### config.mk
export PLATFORM = sky130hd
export DESIGN_NAME = obs_mult_seq_30bit
export DESIGN_NICKNAME = d
export VERILOG_FILES = /design/src/rtl/obs_mult_seq_30bit.sv
export SDC_FILE = /design/constraint.sdc
export NUM_CORES = 1
export LEC_CHECK = 0
export CAP_MARGIN = 20
export CORE_AREA = 2 2 156 174
export CTS_CLUSTER_DIAMETER = 40
export CTS_CLUSTER_SIZE = 25
export DETAILED_ROUTE_END_ITERATION = 7
export DIE_AREA = 0 0 158 176
export HOLD_SLACK_MARGIN = 0.15
export PLACE_DENSITY = 0.78
export SYNTH_ARGS = -nofsm -noshare
export SYNTH_HDL_FRONTEND = slang
export SYNTH_SLANG_ARGS = --single-unit
### constraint.sdc
create_clock -name clk -period 3.3 [get_ports clk]
set_input_delay 0.33 -clock clk [delete_from_list [all_inputs] [get_ports clk]]
set_output_delay 0.33 -clock clk [all_outputs]
set_load 0.05 [all_outputs]
### src/rtl/obs_mult_seq_30bit.sv
// Sequenced N x N carry-less polynomial multiplier: one shared N/2 x N/2 core
// computes the four even/odd sub-products, which are then interleaved into a 2N-1 bit product.
module obs_mult_seq_30bit #(
    parameter int N = 30
) (
    input  logic             clk,
    input  logic             rst_n,
    input  logic             in_valid,
    output logic             in_ready,
    input  logic [N-1:0]     a_in,
    input  logic [N-1:0]     b_in,
    output logic             out_valid,
    input  logic             out_ready,
    output logic [2*N-2:0]   res_out,
    output logic             busy
);

    localparam int H  = N / 2;
    localparam int PW = N - 1;
    localparam int RW = 2 * N - 1;

    localparam logic [1:0] S_IDLE = 2'd0;
    localparam logic [1:0] S_MUL  = 2'd1;
    localparam logic [1:0] S_COMB = 2'd2;
    localparam logic [1:0] S_DONE = 2'd3;

    logic [1:0]    state_q, state_d;
    logic [1:0]    idx_q, idx_d;
    logic [N-1:0]  a_q, a_d, b_q, b_d;
    logic [PW-1:0] p_q [4];
    logic [PW-1:0] p_d [4];
    logic [RW-1:0] res_q, res_d;

    logic [H-1:0]  ae, ao, be, bo;
    logic [H-1:0]  core_a, core_b;
    logic [PW-1:0] core_p;

    function automatic logic [PW-1:0] clmul_half(input logic [H-1:0] x, input logic [H-1:0] y);
        logic [PW-1:0] acc;
        acc = '0;
        for (int i = 0; i < H; i++) begin
            if (y[i]) acc = acc ^ ({{(PW-H){1'b0}}, x} << i);
        end
        return acc;
    endfunction

    // Even sub-products land on even result bits; the odd cross terms fill the odd bits,
    // and Ao*Bo is shifted up by one even position (x^2).
    function automatic logic [RW-1:0] combine(input logic [PW-1:0] p1, input logic [PW-1:0] p2,
                                              input logic [PW-1:0] p3, input logic [PW-1:0] p4);
        logic [RW-1:0] r;
        r = '0;
        r[0] = p1[0];
        for (int k = 1; k < PW; k++) r[2*k] = p1[k] ^ p4[k-1];
        for (int k = 0; k < PW; k++) r[2*k+1] = p2[k] ^ p3[k];
        r[RW-1] = p4[PW-1];
        return r;
    endfunction

    always_comb begin
        for (int k = 0; k < H; k++) begin
            ae[k] = a_q[2*k];
            ao[k] = a_q[2*k+1];
            be[k] = b_q[2*k];
            bo[k] = b_q[2*k+1];
        end
    end

    // Slot order 0..3 = Ae*Be, Ae*Bo, Ao*Be, Ao*Bo: idx[1] picks the A half, idx[0] the B half.
    assign core_a = idx_q[1] ? ao : ae;
    assign core_b = idx_q[0] ? bo : be;
    assign core_p = clmul_half(core_a, core_b);

    always_comb begin
        state_d = state_q;
        idx_d   = idx_q;
        a_d     = a_q;
        b_d     = b_q;
        p_d     = p_q;
        res_d   = res_q;
        case (state_q)
            S_IDLE: begin
                if (in_valid) begin
                    a_d     = a_in;
                    b_d     = b_in;
                    idx_d   = 2'd0;
                    state_d = S_MUL;
                end
            end
            S_MUL: begin
                p_d[idx_q] = core_p;
                idx_d      = idx_q + 2'd1;
                if (idx_q == 2'd3) state_d = S_COMB;
            end
            S_COMB: begin
                res_d   = combine(p_q[0], p_q[1], p_q[2], p_q[3]);
                state_d = S_DONE;
            end
            S_DONE: begin
                if (out_ready) state_d = S_IDLE;
            end
            default: state_d = S_IDLE;
        endcase
    end

    always_ff @(posedge clk) begin
        if (!rst_n) begin
            state_q <= S_IDLE;
            idx_q   <= 2'd0;
            a_q     <= '0;
            b_q     <= '0;
            res_q   <= '0;
            for (int i = 0; i < 4; i++) p_q[i] <= '0;
        end else begin
            state_q <= state_d;
            idx_q   <= idx_d;
            a_q     <= a_d;
            b_q     <= b_d;
            res_q   <= res_d;
            p_q     <= p_d;
        end
    end

    assign in_ready  = (state_q == S_IDLE);
    assign busy      = (state_q != S_IDLE);
    assign out_valid = (state_q == S_DONE);
    assign res_out   = res_q;

endmodule

==> results.toml <==
[run_status]
status = "complete, no violations"

[floorplan]
dieArea_sq_um = 27810
fp.dieH_um = 176
io_pins = 126
fp.coreArea_sq_um = 25910
start_util = 0.4667
fp.dieW_um = 158
rows = 62

[yosys]
yosysWarnings = 0
yosys-top-cells-area = "dfxtp_1 (40%), xnor2_1 (13%), nor2_1 (9.3%)"
netlist_instances = 1454
yosysTopAreaCell = "dfxtp_1"
synth_nets = 1526
synth_top_area_frac = 0.3957
ys_async_sr_fraction = 0
netlist_area_sq_um = 12090
synth-seq-cells = 239
netlist-cell-type-count = 37
seq_area_frac_synth = 0.3957
synthFlopType = "dfxtp_1"
synth_edf_count = 0
avgSynthCellArea_sq_um = 8.317

[place]
place_area_sq_um = 13730
port_buffers = 125
place_hpwl_um = 21700
place_ws_ns = 0.5715
gp_congestion = 0.9537

[grt]
grt_max_degree = 72
grt_pass1_vias = 9809
grt_pass1_wl_um = 50810
antenna_found_initial = 0
grt_overflow_total = 0
grt.total_usage = 0.2279

[sta]
max_freq_ghz = 0.3601
hold_violations = 0
fin_skew_ns = 0.01351
finalCritPeriodShare = 0.8416
fin_setup_tns_ns = 0
tightest_slew_ns = 1.061
drv_slew = 0
finalWorstSetupSlack_ns = 0.5226
slew_headroom = 0.2903
rsz0062_at_grt = "false"
finalSetupViolations = 0
period_minus_slack_ns = 2.777

[worst_setup_path]
reg2reg_from = "idx_q[1]"
crit_type = "reg -> reg"
rr_worst_depth = 7
endpoint = "p_q[72]"
worst_ep_required_time_ns = 3.69
r2r_slack_ns = 0.52
crit_fanout = 22
reg2reg_to = "p_q[72]"
start_kind = "register"
worstSetupEndpointType = "register"
crit_start = "idx_q[1]"
critPathArrivalTime_ns = 3.17

[cts]
post_cts_buffers = 0
cts_resized = 0
h-tree-depth = 1
cts_root_buffer = "clkbuf_16"
path_clk_slew_ns = 0.06
numCtsBuffers = 25
cts_tree = "done"
cts_sinks = 239
hold_buffers = 0
clk_latency_ns = 0.53
clockBufferDepth = 3

[power]
power.leakage_nw = 4.814
power_density_nw_per_um2 = 804.8
finalPower_mw = 11.74
ir_drop_uv = 458.4

[detailed_routing]
wire_per_inst_um = 16.51
drc = 0
drt_wl_total_um = 31630
vias = 10160
dr.pass1.iters = 5
avgViaCountPerCell = 5.301
ant_nets = 0
drt-initial-drc-count = 815

[layout]
post-route-cell-area_sq_um = 14580
area_growth_pct = 20.60
antenna_cells = 0
final_cell_mix = "nor2_1 (300), dfxtp_1 (239), nand2_1 (198)"
drive_above_1_share = 0.08184
nNetsFinal = 1617
layout_commonest_cell = "nor2_1"

[hold_path]
min_path_type = "in -> reg"

[job]
drv_cap = 0
==> Yosys cell counts (10+ instances only) <==
cell type	number
nand3_1	37
a21oi_1	103
dfxtp_1	239
o21ai_0	42
buf_1	10
nand2_1	199
mux2_2	18
xnor2_1	186
xnor3_1	22
buf_2	18
mux2i_1	26
a211oi_1	104
clkbuf_1	67
nor2_1	300
==> report_power, final <==
group | switching, mW | internal, mW
logic | 3.27 | 1.78
clock network | 1.25 | 1.63
registers | 0.362 | 3.45
total | 4.88 | 6.86
==> worst max-delay path, stage by stage (launching register included) <==
cell and delay [ns]:
dfxtp_1 0.57, buf_12 0.24, mux2_2 0.46, a211o_1 0.33, o211a_1 0.14, or3_1 0.38
a211oi_2 0.38, o31ai_1 0.15
==> registers in the layout, indices dropped and copies added, names as in the netlist <==
register  count
a_q          30
p_q         116
state_q       2
res_out      59
b_q          30
idx_q         2
==> worst min-delay path by stage <==
stage / from / slack (ns) / depth (start not counted) / endpoint
after floorplan: a_q[10] / 0.44 / 2 / a_q[10]
after global placement: b_q[19] / 0.44 / 2 / b_q[19]
after detailed placement: b_q[12] / 0.45 / 2 / b_q[12]
after CTS: b_in[1] / 0.34 / 3 / b_q[1]
after global routing: b_in[28] / 0.35 / 3 / b_q[28]
final: b_in[28] / 0.35 / 3 / b_q[28]
==> per-stage QoR <==
step,instances,hold slack (ns),util
final,1916,0.3522,0.5629
after global routing,1916,0.3523,0.5629
after CTS,1916,0.3386,0.5629
after detailed placement,1870,0.4494,0.5298
after global placement,1870,0.4439,0.5298
after floorplan,1454,0.4357,-
==> cell type report <==
type	count	area, sq um
Clock buffer	26	639.4
Timing Repair Buffer	171	1672
Fill cell	2412	11330
Multi-Input combinational cell	1100	6799
Clock inverter	20	216.5
Inverter	8	32.53
Sequential cell	239	4785
Tap cell	352	440.4
==> cells by family (layout without fill, tap and decap cells) <==
family,count (synthesis),after routing,synth area share
muxes,52,52,0.04749
DFF,239,239,0.3957
adders and majority gates,8,8,0.008278
and+or+nand+nor,544,544,0.1743
buffers and inverters,115,225,0.04346
AOI/OAI and AO/OA,278,278,0.1454
xor gates and xnor gates,218,218,0.1854
==> layer usage <==
metal,vias up,global-route usage,share of wire
li1,5016,-,-
met1,4713,0.2985,0.44
met2,355,0.3855,0.47
met3,73,0.03436,0.061
met4,0,0.07320,0.029
met5,-,0,0
Power figures use the tool's default switching activity.
